===== src/rtl/traffic_pkg.sv =====
// Shared traffic-controller constants: crosswalk direction encoding and default debounce depth.
package traffic_pkg;

    localparam int unsigned DEFAULT_DEBOUNCE = 4;

    typedef enum logic {
        DIR_NORTH = 1'b0,
        DIR_EAST  = 1'b1
    } dir_e;

endpackage


===== src/rtl/debouncer.sv =====
// One button channel: 2-flop synchronizer, stability counter, debounced level, registered rise pulse.
module debouncer #(
    parameter int unsigned DEBOUNCE_CYCLES = traffic_pkg::DEFAULT_DEBOUNCE
) (
    input  logic clk,
    input  logic reset,
    input  logic btn,
    output logic rise
);

    localparam int unsigned CntW = $clog2(DEBOUNCE_CYCLES + 1);
    localparam logic [CntW-1:0] CntLast = CntW'(DEBOUNCE_CYCLES - 1);

    logic [1:0]      sync_q;
    logic [CntW-1:0] cnt_q;
    logic            level_q;

    always_ff @(posedge clk) begin
        if (reset) begin
            sync_q  <= '0;
            cnt_q   <= '0;
            level_q <= 1'b0;
            rise    <= 1'b0;
        end else begin
            sync_q <= {sync_q[0], btn};
            rise   <= 1'b0;
            if (sync_q[1] == level_q) begin
                cnt_q <= '0;
            end else if (cnt_q == CntLast) begin
                // Final differing cycle: flip the level now so the counter never reaches past the limit.
                cnt_q   <= '0;
                level_q <= sync_q[1];
                rise    <= sync_q[1];
            end else begin
                cnt_q <= cnt_q + 1'b1;
            end
        end
    end

endmodule


===== src/rtl/ped_request.sv =====
// Pedestrian request latch for two crosswalks, with tracking of which pending request is older.
module ped_request
    import traffic_pkg::*;
#(
    parameter int unsigned DEBOUNCE_CYCLES = DEFAULT_DEBOUNCE
) (
    input  logic clk,
    input  logic reset,
    input  logic btn_north,
    input  logic btn_east,
    input  logic served_north,
    input  logic served_east,
    output logic req_north,
    output logic req_east,
    output logic req_first
);

    logic press_north, press_east;
    logic req_north_d, req_east_d;
    dir_e first_d, first_q;

    debouncer #(.DEBOUNCE_CYCLES(DEBOUNCE_CYCLES)) u_deb_north (
        .clk   (clk),
        .reset (reset),
        .btn   (btn_north),
        .rise  (press_north)
    );

    debouncer #(.DEBOUNCE_CYCLES(DEBOUNCE_CYCLES)) u_deb_east (
        .clk   (clk),
        .reset (reset),
        .btn   (btn_east),
        .rise  (press_east)
    );

    always_comb begin
        // Service beats a coincident press; a press on a pending channel is absorbed.
        req_north_d = served_north ? 1'b0 : (req_north | press_north);
        req_east_d  = served_east  ? 1'b0 : (req_east  | press_east);
        first_d     = first_q;
        if (req_north_d && req_east_d) begin
            // East newly set (alone or together with north) leaves north as the older one.
            if (!req_east) begin
                first_d = DIR_NORTH;
            end else if (!req_north) begin
                first_d = DIR_EAST;
            end
        end else if (req_north_d) begin
            first_d = DIR_NORTH;
        end else if (req_east_d) begin
            first_d = DIR_EAST;
        end
    end

    always_ff @(posedge clk) begin
        if (reset) begin
            req_north <= 1'b0;
            req_east  <= 1'b0;
            first_q   <= DIR_NORTH;
        end else begin
            req_north <= req_north_d;
            req_east  <= req_east_d;
            first_q   <= first_d;
        end
    end

    assign req_first = first_q;

endmodule


===== config.mk =====
export PLATFORM = sky130hd
export DESIGN_NAME = ped_request
export DESIGN_NICKNAME = d
export VERILOG_FILES = /design/src/rtl/traffic_pkg.sv /design/src/rtl/debouncer.sv /design/src/rtl/ped_request.sv
export SDC_FILE = /design/constraint.sdc
export NUM_CORES = 1
export LEC_CHECK = 0
export BUFFER_PORTS_ARGS = -buffer_cell sky130_fd_sc_hd__buf_4
export CAP_MARGIN = 20
export CORE_AREA = 4 4 41 43
export CTS_CLUSTER_DIAMETER = 30
export CTS_CLUSTER_SIZE = 30
export DETAILED_ROUTE_END_ITERATION = 10
export DIE_AREA = 0 0 45 47
export PLACE_DENSITY = 0.67
export SYNTH_ARGS = -nofsm -noshare
export SYNTH_HDL_FRONTEND = slang
export SYNTH_SLANG_ARGS = --single-unit

===== constraint.sdc =====
create_clock -name clk -period 1.4 [get_ports clk]
set_input_delay 0.28 -clock clk [delete_from_list [all_inputs] [get_ports clk]]
set_output_delay 0.28 -clock clk [all_outputs]
set_load 0.1 [all_outputs]

==> summary.txt <==
Lkg Pwr: 0.2941 nW
final wirelength: 777 um
Ant. Diodes: 0
core area: 1301 um^2
max_cap viols: 0
initial antenna violation count: 0
post-CTS setup buffers: 0
vias in the first global route: 371
IO Pins: 9
CP cell instances: ha_1, ha_1, or3_4, nor2_2
clock-pin slew of the registers on the worst-case setup and hold paths: 0.09 ns
most area-hungry cell type in the Yosys netlist: dfxtp_1
Site Rows: 13
max-slew violation count: 0
crit start category: register
actual slew at the worst max-slew pin: 0.2780 ns
Netlist cell types: 15
FF+latch area: 342.8 um^2
crit path time final: 1.295 ns
P per Cell Area: 1064 nW/um^2
clock buffer depth: 2
CTS tree: yes
Hold Vio Cnt, Final: 0
DP HPWL: 609.5 um
fin crit share: 92.54%
final setup vio count: 0
CP max stage delay: 0.42 ns
worst clock skew: 0.0007537 ns
crit path DAT: 1.52 ns
GR Util met3: 2.299%
Post-Synth XOR/XNOR Area: 2.834%
total negative slack: 0 ns
grt ovf: 0
Starting DRT DRC Count: 1
RSZ-0062 raised after global routing: no
number of H-tree levels: 1
adder-cell share of the synthesized area: 8.097%
Post-Syn Area per Cell: 11.04 um^2
pin count of the biggest net entering global routing: 14
endpoint class of the critical path: register
vias per cell: 4.683
Max Clk Rate: 771.9 MHz
# DRC: 0
cell repeated most along the worst path: ha_1
cell count after synthesis: 56
placer congestion estimate: 0.6304
outcome: finished clean
root buf cell: clkbuf_4
synthesized area: 618.1 um^2
largest cells by area after synthesis: dfxtp_1 55%, ha_1 8.1%, nor2_2 6.1%
met2 usage: 14.97%
area share of and/or/nand/nor cells after synthesis: 22.87%
area share of the largest cell type after synthesis: 55.06%
Layout fillers: 128
register area share after synthesis: 55.06%
synthesized flop and latch total: 17
Worst VDD drop: 702.5 uV
per-cell routed wire length: 9.476 um
grt peak-use layer: met2
die height: 47 um
TritonRoute pass-1 iters: 2
Nets: 78
share of cells above drive strength 1: 34.33%
Synth-to-Final Area Change: 16.60%
area occupied by multi-input gates: 250.2 um^2
CTS Buf Count: 3
CTS Sinks: 17
total number of vias: 384
mux share of post-synthesis cell area: 3.239%
clk_lat worst skew: 0.27 ns
largest family of logic cells by synthesized area: simple AND/OR/NAND/NOR gates
die footprint: 2115 um^2
WS Path Type: reg -> reg
Antenna Violating Nets Remaining: 0
syn nets: 66
Slew HR: 81.62%
aggregate global-route resource usage: 9.649%
met1 Usage GRT: 10.28%
hold_buf cts: 0
CTS resizes: 0
CP max-delay cell: or3_4
Power, Total: 766.6 uW
Initial Utilization: 47.50%
compound-gate portion of the synthesized area: 3.441%
hold crit path type: in -> reg
yosys warns: 0
crit-path max FO: 3
critical path data required time: 1.62 ns
first-pass GRT wire length: 1.393 mm
Die X: 45 um
number of buffers added on ports: 8
final core occ: 55.38%
layout make-up:
cell class                      count  share of cell area [%]
Clock buffer                        4                   3.646
Tap cell                           15                   2.604
Timing Repair Buffer                8                   8.333
Inverter                            6                   3.125
Multi-Input combinational cell     32                   34.72
Sequential cell                    17                   47.57
stage by stage:
stage | cells | worst slack, ns | cell area, um^2 | hold WS (ns)
4_1_cts | 82 | 0.08796 | 720.7 | 0.1504
5_1_grt | 82 | 0.04254 | 720.7 | 0.1574
6_report | 82 | 0.1045 | 720.7 | 0.1660
2_1_floorplan | 56 | 0.08292 | 620.6 | 0.3518
3_3_place_gp | 78 | 0.1197 | 694.4 | 0.4180
3_5_place_dp | 78 | 0.1080 | 694.4 | 0.4251
path summary, 6_finish.rpt:
check / start / to / slack, ns / depth (start not counted)
setup / recovery: u_deb_north.cnt_q[0] / u_deb_north.cnt_q[2] / 0.10 / 4
hold / removal: served_east / req_east / 0.17 / 2
setup reg to reg: u_deb_north.cnt_q[0] / u_deb_north.cnt_q[2] / 0.10 / 4
hold reg to reg: u_deb_north.cnt_q[0] / u_deb_north.cnt_q[0] / 0.43 / 1
placed cells by master, fill, tap and decap left out:
cell       n
nor2b_1    5
a21oi_1    1
dfxtp_1   15
ha_1       4
nor3_1     2
clkbuf_1   1
dfxtp_2    2
inv_1      6
clkbuf_4   3
or3_4      2
nor2_1     4
o31a_1     1
and4bb_2   2
nor2_2     6
o21bai_1   1
buf_4      8
xnor2_1    2
mux2i_1    2
cells by family after synthesis:
group                      count (synthesis)
adders and majority gates                  4
AOI/OAI and AO/OA                          3
DFF                                       17
and+or+nand+nor                           21
xor gates and xnor gates                   2
buffers and inverters                      7
muxes                                      2
critical path, delay by kind of cell (launching register included):
family,cells,cell delay [ns]
AND/OR/NAND/NOR,2,0.50
adder cells (fa/ha/maj),2,0.41
flip-flops,1,0.33
layer usage:
layer  wire length (um)  vias to the layer above
met5                  0                        -
met4                 12                        0
met3                 70                        2
met2                352                        9
met1                342                      172
li1                   -                      201
Yosys cell counts:
| cell type | number |
|---|---|
| dfxtp_1 | 17 |
| inv_1 | 6 |
| nor2_2 | 6 |
| nor2b_1 | 5 |
| ha_1 | 4 |
| nor2_1 | 4 |
| and4bb_2 | 2 |
| mux2i_1 | 2 |
| nor3_1 | 2 |
| or3_4 | 2 |
| xnor2_1 | 2 |
| a21oi_1 | 1 |
| buf_2 | 1 |
| o21bai_1 | 1 |
| o31a_1 | 1 |
where the power goes:
part | leakage (nW) | switching (mW) | internal, mW
sequential | 0.139 | 0.00348 | 0.490
combinational | 0.140 | 0.0128 | 0.0176
clock | 0.0150 | 0.132 | 0.110
total | 0.294 | 0.148 | 0.618
sequential cells by signal, summed over array words and instances, names as in the netlist, 2 cells and up:
signal	cells
u_deb_east.cnt_q	3
u_deb_north.cnt_q	3
u_deb_east.sync_q	2
u_deb_north.sync_q	2
Note: power is estimated with default switching activity, not from simulation.
